$ cat src/rtl/updown_pkg.sv
// Shared types and constants for the up/down counter tracker.
package updown_pkg;

  typedef enum logic [1:0] {
    ST_UNLOCKED   = 2'd0,
    ST_SYNC       = 2'd1,
    ST_TRACK_UP   = 2'd2,
    ST_TRACK_DOWN = 2'd3
  } state_t;

  typedef enum logic [1:0] {
    STEP_UP   = 2'd0,
    STEP_DOWN = 2'd1,
    STEP_HOLD = 2'd2,
    STEP_BAD  = 2'd3
  } step_t;

  localparam logic DIR_UP   = 1'b1;
  localparam logic DIR_DOWN = 1'b0;

endpackage

$ cat src/rtl/updown_step_classify.sv
// Combinational classification of one count step (prev -> count_in).
module updown_step_classify
  import updown_pkg::*;
#(
  parameter int WIDTH = 4
) (
  input  logic [WIDTH-1:0] prev,
  input  logic [WIDTH-1:0] count_in,
  output step_t            step,
  output logic             raw_wrap
);

  localparam logic [WIDTH-1:0] ONE = {{(WIDTH-1){1'b0}}, 1'b1};

  logic [WIDTH-1:0] delta;

  // Modular difference decides the step class; wrap is the max<->0 boundary.
  always_comb begin
    delta = count_in - prev;
    if (delta == ONE)
      step = STEP_UP;
    else if (delta == '1)
      step = STEP_DOWN;
    else if (delta == '0)
      step = STEP_HOLD;
    else
      step = STEP_BAD;
    raw_wrap = ((prev == '1) && (count_in == '0)) ||
               ((prev == '0) && (count_in == '1));
  end

endmodule

$ cat src/rtl/updown_count_tracker.sv
// Passive tracker of an up/down counter stream: direction inference,
// wrap / reversal / illegal-step detection and saturating error count.
module updown_count_tracker
  import updown_pkg::*;
#(
  parameter int WIDTH = 4,
  parameter int ERRW  = 8
) (
  input  logic             clk,
  input  logic             rst,
  input  logic             valid_in,
  input  logic [WIDTH-1:0] count_in,
  input  logic             cnt_rst_in,
  output logic             dir_out,
  output logic             locked,
  output logic             wrap,
  output logic             dir_change,
  output logic             step_err,
  output logic [ERRW-1:0]  err_cnt
);

  state_t           state, state_n;
  logic [WIDTH-1:0] prev, prev_n;
  logic             dir_n, wrap_n, chg_n, err_n;
  step_t            step;
  logic             raw_wrap;

  updown_step_classify #(.WIDTH(WIDTH)) u_classify (
    .prev     (prev),
    .count_in (count_in),
    .step     (step),
    .raw_wrap (raw_wrap)
  );

  // Next-state and next-output decode for one sample.
  always_comb begin
    state_n = state;
    prev_n  = prev;
    dir_n   = dir_out;
    wrap_n  = 1'b0;
    chg_n   = 1'b0;
    err_n   = 1'b0;
    if (valid_in) begin
      prev_n = count_in;
      if (cnt_rst_in) begin
        state_n = ST_SYNC;
        err_n   = (count_in != '0);
      end else begin
        // Any accepted UP/DOWN step outside UNLOCKED can report a wrap.
        if (state != ST_UNLOCKED)
          wrap_n = raw_wrap && ((step == STEP_UP) || (step == STEP_DOWN));
        unique case (state)
          ST_UNLOCKED: state_n = ST_SYNC;
          ST_SYNC: begin
            unique case (step)
              STEP_UP:   begin state_n = ST_TRACK_UP;   dir_n = DIR_UP;   end
              STEP_DOWN: begin state_n = ST_TRACK_DOWN; dir_n = DIR_DOWN; end
              STEP_HOLD: ;
              STEP_BAD:  err_n = 1'b1;
            endcase
          end
          ST_TRACK_UP: begin
            unique case (step)
              STEP_UP:   ;
              STEP_DOWN: begin state_n = ST_TRACK_DOWN; dir_n = DIR_DOWN; chg_n = 1'b1; end
              STEP_HOLD: ;
              STEP_BAD:  begin state_n = ST_SYNC; err_n = 1'b1; end
            endcase
          end
          ST_TRACK_DOWN: begin
            unique case (step)
              STEP_UP:   begin state_n = ST_TRACK_UP; dir_n = DIR_UP; chg_n = 1'b1; end
              STEP_DOWN: ;
              STEP_HOLD: ;
              STEP_BAD:  begin state_n = ST_SYNC; err_n = 1'b1; end
            endcase
          end
        endcase
      end
    end
  end

  // State, history and registered outputs.
  always_ff @(posedge clk) begin
    if (rst) begin
      state      <= ST_UNLOCKED;
      prev       <= '0;
      dir_out    <= DIR_UP;
      wrap       <= 1'b0;
      dir_change <= 1'b0;
      step_err   <= 1'b0;
      err_cnt    <= '0;
    end else begin
      state      <= state_n;
      prev       <= prev_n;
      dir_out    <= dir_n;
      wrap       <= wrap_n;
      dir_change <= chg_n;
      step_err   <= err_n;
      if (err_n && (err_cnt != '1))
        err_cnt <= err_cnt + 1'b1;
    end
  end

  assign locked = (state == ST_TRACK_UP) || (state == ST_TRACK_DOWN);

endmodule

$ cat config.mk
export PLATFORM = sky130hd
export DESIGN_NAME = updown_count_tracker
export DESIGN_NICKNAME = d
export VERILOG_FILES = /design/src/rtl/updown_pkg.sv /design/src/rtl/updown_step_classify.sv /design/src/rtl/updown_count_tracker.sv
export SDC_FILE = /design/constraint.sdc
export NUM_CORES = 1
export LEC_CHECK = 0
export CORE_UTILIZATION = 52
export CTS_BUF_LIST = sky130_fd_sc_hd__clkbuf_4 sky130_fd_sc_hd__clkbuf_8
export DETAILED_ROUTE_END_ITERATION = 10
export GPL_TIMING_DRIVEN = 0
export PLACE_DENSITY = 0.81
export REMOVE_ABC_BUFFERS = 1
export SETUP_SLACK_MARGIN = 0.15
export SYNTH_ARGS = -nofsm -noshare
export SYNTH_HDL_FRONTEND = slang
export SYNTH_HIERARCHICAL = 1
export SYNTH_SLANG_ARGS = --single-unit
$ cat constraint.sdc
create_clock -name clk -period 3.5 [get_ports clk]
set_input_delay 0.525 -clock clk [delete_from_list [all_inputs] [get_ports clk]]
set_output_delay 0.525 -clock clk [all_outputs]
set_load 0.01 [all_outputs]
==> qor.txt, run 1 <==
Status: finished, final reports clean
Min setup slack post-route: 0.297 ns
Final Util: 71.1%
Slew Limit Fails: 0
Drt initial violations: 28
Setup crit end: err_cnt[7]$_SDFFE_PP0P_
Post-synth EDFFs: 0
Depth of the CTS H-tree: 1
Slew headroom: 56.7%
Starting Density: 57.9%
Place WS: -0.0351 ns
Min-delay worst type: reg2reg
CTS buffer count: 3
Met1 Usage GRT: 30.1%
CP max FO: 14
Grt ovf: 0
Worst hold slack: 0.533 ns
Die ar.: 2190 um^2
Yosys warning count: 6
Floorplan row count: 15
FF+latch count, synth: 18
Initial antenna violation count: 0
Count of unique library cells instantiated by Yosys: 40
CTS tree: done
Yosys top cell by area: dfxtp_1
Crit path kind: in2reg
Register area share after synthesis: 34.5%
CTS root buffer: clkbuf_4
IR drop worst, VDD: 0.251 mV
Worst r2r src: prev[0]$_SDFFE_PP0P_
Vias/cell: 5.78
Leakage power: 0.448 nW
Worst Path Required: 3.71 ns
Clock sink count: 18
WL final: 2110 um
CP Depth: 12
Crit-path max cell delay: 0.51 ns
Flop2flop setup slack: 0.68 ns
Most frequent CP cell: inv_1
Hold Vio Cnt, Final: 0
Ratio of cells with drive above 1 in the final layout: 8.09%
Gpl congestion: 0.768
FF-to-FF End: err_cnt[7]$_SDFFE_PP0P_
Vias in the first global route: 830
Maximum clock frequency: 312 MHz
Asr flop ratio synth: 0%
Met3 Use GR: 3.46%
Slowest stage cell, crit path: or4_1
Top-area cell type share of the netlist area: 34.5%
Io pins: 21
Fin crit period: 3.20 ns
Fin crit share: 91.5%
CTS Buffer Depth: 2
Core ar.: 1800 um^2
PwrDens: 335 nW/um^2
RSZ-0062 raised after global routing: false
Hpwl dp: 1520 um
Grt peak-use layer: met2
Setup violators final: 0
CP Launch Point: count_in[0]
Synth area leaders: dfxtp_1 (35%), mux2i_1 (5.8%), a21oi_1 (4.8%), ha_1 (4.8%), nor2_1 (4.3%)
CP arrival: 3.42 ns
Inserted Diodes: 0
Mean Syn Cell Area: 8.92 um^2
Die Ht: 46.8 um
Area grow syn2layout: 22.8%
Via count: 931
Critical path launch point type: input port
Max-Cap Viols: 0
DRT Pass-1 Iters: 4
Largest net degree at the start of global routing: 20
Slew @ Worst Pin: 0.647 ns
Mapped Area: 1040 um^2
First-pass GRT wire length: 3570 um
CP bufs+invs: 3
Worst reg2reg path depth: 10
DR WL/cell: 13.1 um
Antenna Nets Post-Route: 0
CP delay by family, top: simple AND/OR/NAND/NOR gates
Cell chain of the critical path: clkdlybuf4s50_1 -> inv_1 -> ha_1 -> inv_1 -> fa_1 -> xor2_1 -> and3b_1 -> mux2i_2 -> nand4b_2 -> o22a_4 -> or4_1 -> a21oi_1
Met2 Use GR: 36.9%
Fin nets: 150
Total GRT Usage: 22.5%
Die Span X: 46.8 um
Clk_lat worst skew: 0.29 ns
Port bufs: 20
Number of remaining DRC errors: 0
Skew final: 0.00356 ns
Clk slew on worst S/H paths: 0.10 ns
Filler Cell Count: 154
Most used DFF post-synth: dfxtp_1
Crit end category: flip-flop
Post-synthesis cell count: 117
==> routing by layer <==
| layer | wire (um) | up-vias |
|---|---|---|
| li1 | - | 475 |
| met1 | 1020 | 432 |
| met2 | 997 | 22 |
| met3 | 73 | 2 |
| met4 | 12 | 0 |
| met5 | 0 | - |
==> worst min-delay path by stage <==
stage / slack [ns] / cells past startpoint / start / endpoint
after CTS: 0.53 / 2 / err_cnt[5]$_SDFFE_PP0P_ / err_cnt[5]$_SDFFE_PP0P_
after detailed placement: 0.51 / 2 / err_cnt[5]$_SDFFE_PP0P_ / err_cnt[5]$_SDFFE_PP0P_
after floorplan: 0.47 / 2 / prev[1]$_SDFFE_PP0P_ / prev[1]$_SDFFE_PP0P_
after global routing: 0.56 / 2 / err_cnt[4]$_SDFFE_PP0P_ / err_cnt[4]$_SDFFE_PP0P_
after global placement: 0.50 / 1 / dir_out$_SDFFE_PP1P_ / dir_out$_SDFFE_PP1P_
final: 0.53 / 2 / err_cnt[5]$_SDFFE_PP0P_ / err_cnt[5]$_SDFFE_PP0P_
==> final cells by class <==
type                            count  area (um^2)  area share, %
Multi-Input combinational cell     89          634           49.5
Clock buffer                        4         36.3           2.83
Sequential cell                    18          360           28.1
Inverter                            5         18.8           1.46
Tap cell                           25         31.3           2.44
Timing Repair Buffer               20          200           15.6
==> stage by stage <==
stage	setup TNS, ns	std cells	area (um^2)	power, W
floorplan	0	112	1010	0.000273
global placement	0	157	1240	0.000301
detailed placement	-0.0510	157	1240	0.000304
CTS	0	161	1280	0.000431
global route	0	161	1280	0.000451
finish	0	161	1280	0.000429
==> cells in the final DEF, fill, tap and decap left out, drive strengths merged <==
cell type      instances
a221o                  1
nor4b                  2
and3b                  1
a211oi                 2
a21o                   1
a21oi                 10
ha                     4
fa                     1
xnor2                  1
nand4b                 1
or4                    3
o22a                   1
or3                    4
nor3                   2
inv                    5
nor3b                  1
nand3                  4
dfxtp                 18
clkbuf                 4
nand4                  2
a311oi                 1
clkdlybuf4s50         20
o22ai                  1
o31ai                  4
or4b                   1
o41ai                  1
xor2                   3
nand2b                 2
nor2                  12
nand3b                 2
a31o                   1
nand2                  7
nor2b                  1
nor4                   1
or2b                   1
o21bai                 1
mux2i                  6
or3b                   1
o21ai                  2
==> worst reg2reg max path, delay by kind of cell, from the launching register on <==
family | cells | cell delay, ns
buffers and inverters | 1 | 0.05
and+or+nand+nor | 3 | 0.87
DFF | 1 | 0.40
adders and majority gates | 2 | 0.55
AOI/OAI and AO/OA | 2 | 0.43
xor gates and xnor gates | 1 | 0.19
muxes | 1 | 0.26
==> cell families (layout without fill, tap and decap cells) <==
| logic type | after synthesis | count (layout) | synth area share [%] |
|---|---|---|---|
| and+or+nand+nor | 48 | 48 | 26.6 |
| AOI/OAI and AO/OA | 26 | 26 | 18.0 |
| DFF | 18 | 18 | 34.5 |
| buffers and inverters | 10 | 29 | 5.04 |
| muxes | 6 | 6 | 5.76 |
| adders and majority gates | 5 | 5 | 6.71 |
| xor gates and xnor gates | 4 | 4 | 3.36 |
==> where the power goes <==
part           total (W)  internal (W)  switching, W
sequential      0.000218      0.000211    0.00000669
combinational  0.0000845     0.0000405     0.0000440
clock           0.000126     0.0000633     0.0000632
total           0.000429      0.000315      0.000114
==> Yosys cell counts, types with 2 or more instances <==
library cell / n
clkbuf_1: 3
nor3_1: 2
nand3_1: 4
nand2_1: 7
nor4b_1: 2
ha_1: 4
xor2_1: 3
o21ai_0: 2
dfxtp_1: 18
buf_6: 2
mux2i_1: 6
nand4_1: 2
nand3b_1: 2
or3_1: 3
inv_1: 5
a211oi_1: 2
nor2_1: 12
o31ai_1: 4
nand2b_1: 2
a21oi_1: 10
or4_1: 3
==> flip-flops by register name, summed over array words and instances (netlist names) <==
register,cells
err_cnt,8
dir_change,1
state,2
prev,4
step_err,1
dir_out,1
wrap,1
==> what timing repair did <==
| item | CTS | global route |
|---|---|---|
| setup endpoints to repair | 0 | 3 |
| gates resized for setup | 0 | 1 |
| hold buffers | 0 | 0 |
| endpoints found under the hold margin | 0 | 0 |
| setup buffers | 0 | 0 |
(Power assumes the default switching activity.)
==> run 2, diff against run 1 <==
--- a/config.mk
+++ b/config.mk
@@ -5,6 +5,7 @@
 export SDC_FILE = /design/constraint.sdc
 export NUM_CORES = 1
 export LEC_CHECK = 0
+export CORE_ASPECT_RATIO = 0.75
 export CORE_UTILIZATION = 52
 export CTS_BUF_LIST = sky130_fd_sc_hd__clkbuf_4 sky130_fd_sc_hd__clkbuf_8
 export DETAILED_ROUTE_END_ITERATION = 10
==> qor.txt, run 2 (same netlist as run 1, synthesis figures left out) <==
Clk_lat worst skew: 0.29 ns (about the same)
Filler Cell Count: 161 (was 154)
CP arrival: 3.44 ns (was 3.42 ns)
Slew @ Worst Pin: 0.637 ns (was 0.647 ns)
Final Power: 0.000405 W (was 0.000429 W)
Vias/cell: 5.82 (was 5.78)
Commonest cells after routing, fill and taps aside: clkdlybuf4s50_1 (20), dfxtp_1 (18), nor2_1 (12) (unchanged)
Inserted Diodes: 0 (unchanged)
Clk slew on worst S/H paths: 0.10 ns (about the same)
Crit path kind: in2reg (unchanged)
WL final: 2210 um (was 2110 um)
Total GRT Usage: 22.4% (was 22.5%)
Fin crit share: 92.0% (was 91.5%)
Antenna Nets Post-Route: 0 (unchanged)
Die Span X: 53.7 um (was 46.8 um)
Port bufs: 20 (unchanged)
Grt ovf: 0 (unchanged)
Part of the power in registers: 53.8% (was 50.8%)
Drt initial violations: 28 (unchanged)
CTS Hold Bufs: 0 (unchanged)
Hpwl dp: 1610 um (was 1520 um)
Max reg flops: 8 (unchanged)
Largest reg by FF count: err_cnt (unchanged)
CTS Buffer Depth: 2 (unchanged)
Min-delay worst type: reg2reg (unchanged)
Die ar.: 2190 um^2 (about the same)
Largest net degree at the start of global routing: 20 (unchanged)
CP delay by family, top: simple AND/OR/NAND/NOR gates (unchanged)
Max-Cap Viols: 0 (unchanged)
CTS tree: done (unchanged)
Sw power: 0.000113 W (was 0.000114 W)
Setup violators final: 0 (unchanged)
PwrDens: 320 nW/um^2 (was 335 nW/um^2)
CTS buffer count: 3 (unchanged)
RSZ-0062 raised after global routing: false (unchanged)
Starting Density: 57.8% (was 57.9%)
Cell chain of the critical path: clkdlybuf4s50_1 -> inv_1 -> ha_1 -> inv_1 -> fa_1 -> xor2_1 -> and3b_1 -> mux2i_2 -> nand4b_2 -> o22a_4 -> or4_1 -> a21oi_1 (unchanged)
Floorplan row count: 13 (was 15)
Crit end category: flip-flop (unchanged)
IR drop worst, VDD: 0.262 mV (was 0.251 mV)
Maximum clock frequency: 311 MHz (was 312 MHz)
Crit-path max cell delay: 0.51 ns (about the same)
Switching share of power: 27.9% (was 26.5%)
Logic gate share of total power: 21.2% (was 19.7%)
Clk pwr share: 25.0% (was 29.5%)
Biggest regs: err_cnt x8, prev x4, state x2 (unchanged)
CTS root buffer: clkbuf_4 (unchanged)
Initial antenna violation count: 0 (unchanged)
CP max FO: 14 (unchanged)
Skew final: 0.00162 ns (was 0.00356 ns)
Number of remaining DRC errors: 0 (unchanged)
Worst hold slack: 0.519 ns (was 0.533 ns)
Critical path launch point type: input port (unchanged)
Slowest stage cell, crit path: or4_1 (unchanged)
Slew headroom: 57.4% (was 56.7%)
Die Ht: 40.8 um (was 46.8 um)
Area grow syn2layout: 21.1% (was 22.8%)
DRT Pass-1 Iters: 4 (unchanged)
First-pass GRT wire length: 3410 um (was 3570 um)
Clock sink count: 18 (unchanged)
Fin nets: 150 (unchanged)
Io pins: 21 (unchanged)
Worst Path Required: 3.72 ns (was 3.71 ns)
Status: finished, final reports clean (unchanged)
Ratio of cells with drive above 1 in the final layout: 7.41% (was 8.09%)
Depth of the CTS H-tree: 1 (unchanged)
Leading cell type in the layout, fill and taps excluded: clkdlybuf4s50_1 (unchanged)
DR WL/cell: 14.1 um (was 13.1 um)
P_int: 0.000292 W (was 0.000315 W)
Leakage power: 0.441 nW (was 0.448 nW)
Core ar.: 1810 um^2 (was 1800 um^2)
Slew Limit Fails: 0 (unchanged)
Fin crit period: 3.22 ns (was 3.20 ns)
CP bufs+invs: 3 (unchanged)
Hold Vio Cnt, Final: 0 (unchanged)
Vias in the first global route: 754 (was 830)
Most frequent CP cell: inv_1 (unchanged)
Gpl congestion: 0.774 (was 0.768)
Via count: 913 (was 931)
[run 2: changes by cell type in the layout (fill, tap and decap cells not counted)]
cell / delta
clkbuf_8: -1
[run 2: worst min-delay path: cells and delay by family, from the launching register on]
kind	cells	cell delay, ns
AO/OA/AOI/OAI	2	0.12
flip-flops	1	0.35
[run 2: power by group through the flow]
stage / clock (W) / combinational [W] / sequential (W)
finish: 0.000101 / 0.0000857 / 0.000218
global route: 0.000114 / 0.0000948 / 0.000219
CTS: 0.000101 / 0.0000832 / 0.000218
detailed placement: 0 / 0.0000827 / 0.000222
global placement: 0 / 0.0000790 / 0.000222
floorplan: 0 / 0.0000505 / 0.000222
[run 2: area by class of cell]
| type | count | area, um^2 | area share [%] |
|---|---|---|---|
| repair buffers | 20 | 200 | 15.8 |
| multi-input cells | 89 | 634 | 50.2 |
| clock buffers | 3 | 22.5 | 1.78 |
| well taps | 22 | 27.5 | 2.18 |
| inverters | 5 | 18.8 | 1.49 |
| flip-flops and latches | 18 | 360 | 28.5 |
[run 2: timing repair]
action                                  4_1_cts  5_1_grt
buffers inserted                              0        0
endpoints found under the setup margin        0        3
gates resized for setup                       0        1
[run 2: final timing paths]
check	depth (start not counted)	from	end	slack [ns]
max	12	count_in[0]	err_cnt[5]$_SDFFE_PP0P_	0.28
min	2	err_cnt[7]$_SDFFE_PP0P_	err_cnt[7]$_SDFFE_PP0P_	0.52
max reg2reg	10	prev[0]$_SDFFE_PP0P_	err_cnt[5]$_SDFFE_PP0P_	0.66
min reg2reg	2	err_cnt[7]$_SDFFE_PP0P_	err_cnt[7]$_SDFFE_PP0P_	0.52
[run 2: through the flow]
step / instance area (um^2) / setup slack (ns) / setup TNS, ns / utilization [%] / cells
after floorplan: 1010 / 0.668 / 0 / - / 112
after global placement: 1240 / 0.0282 / 0 / 68.5 / 154
after detailed placement: 1240 / -0.0375 / -0.103 / 68.5 / 154
after CTS: 1260 / 0.260 / 0 / 69.8 / 157
after global routing: 1260 / 0.168 / 0 / 70.0 / 157
final: 1260 / 0.280 / 0 / 70.0 / 157
[run 2: metal layers]
layer | vias to the layer above | part of all wire [%] | track usage, %
li1 | 470 | - | -
met1 | 416 | 50 | 28.7
met2 | 25 | 44 | 36.7
met3 | 2 | 4.8 | 7.78
met4 | 0 | 0.45 | 3.95
met5 | - | 0 | 0
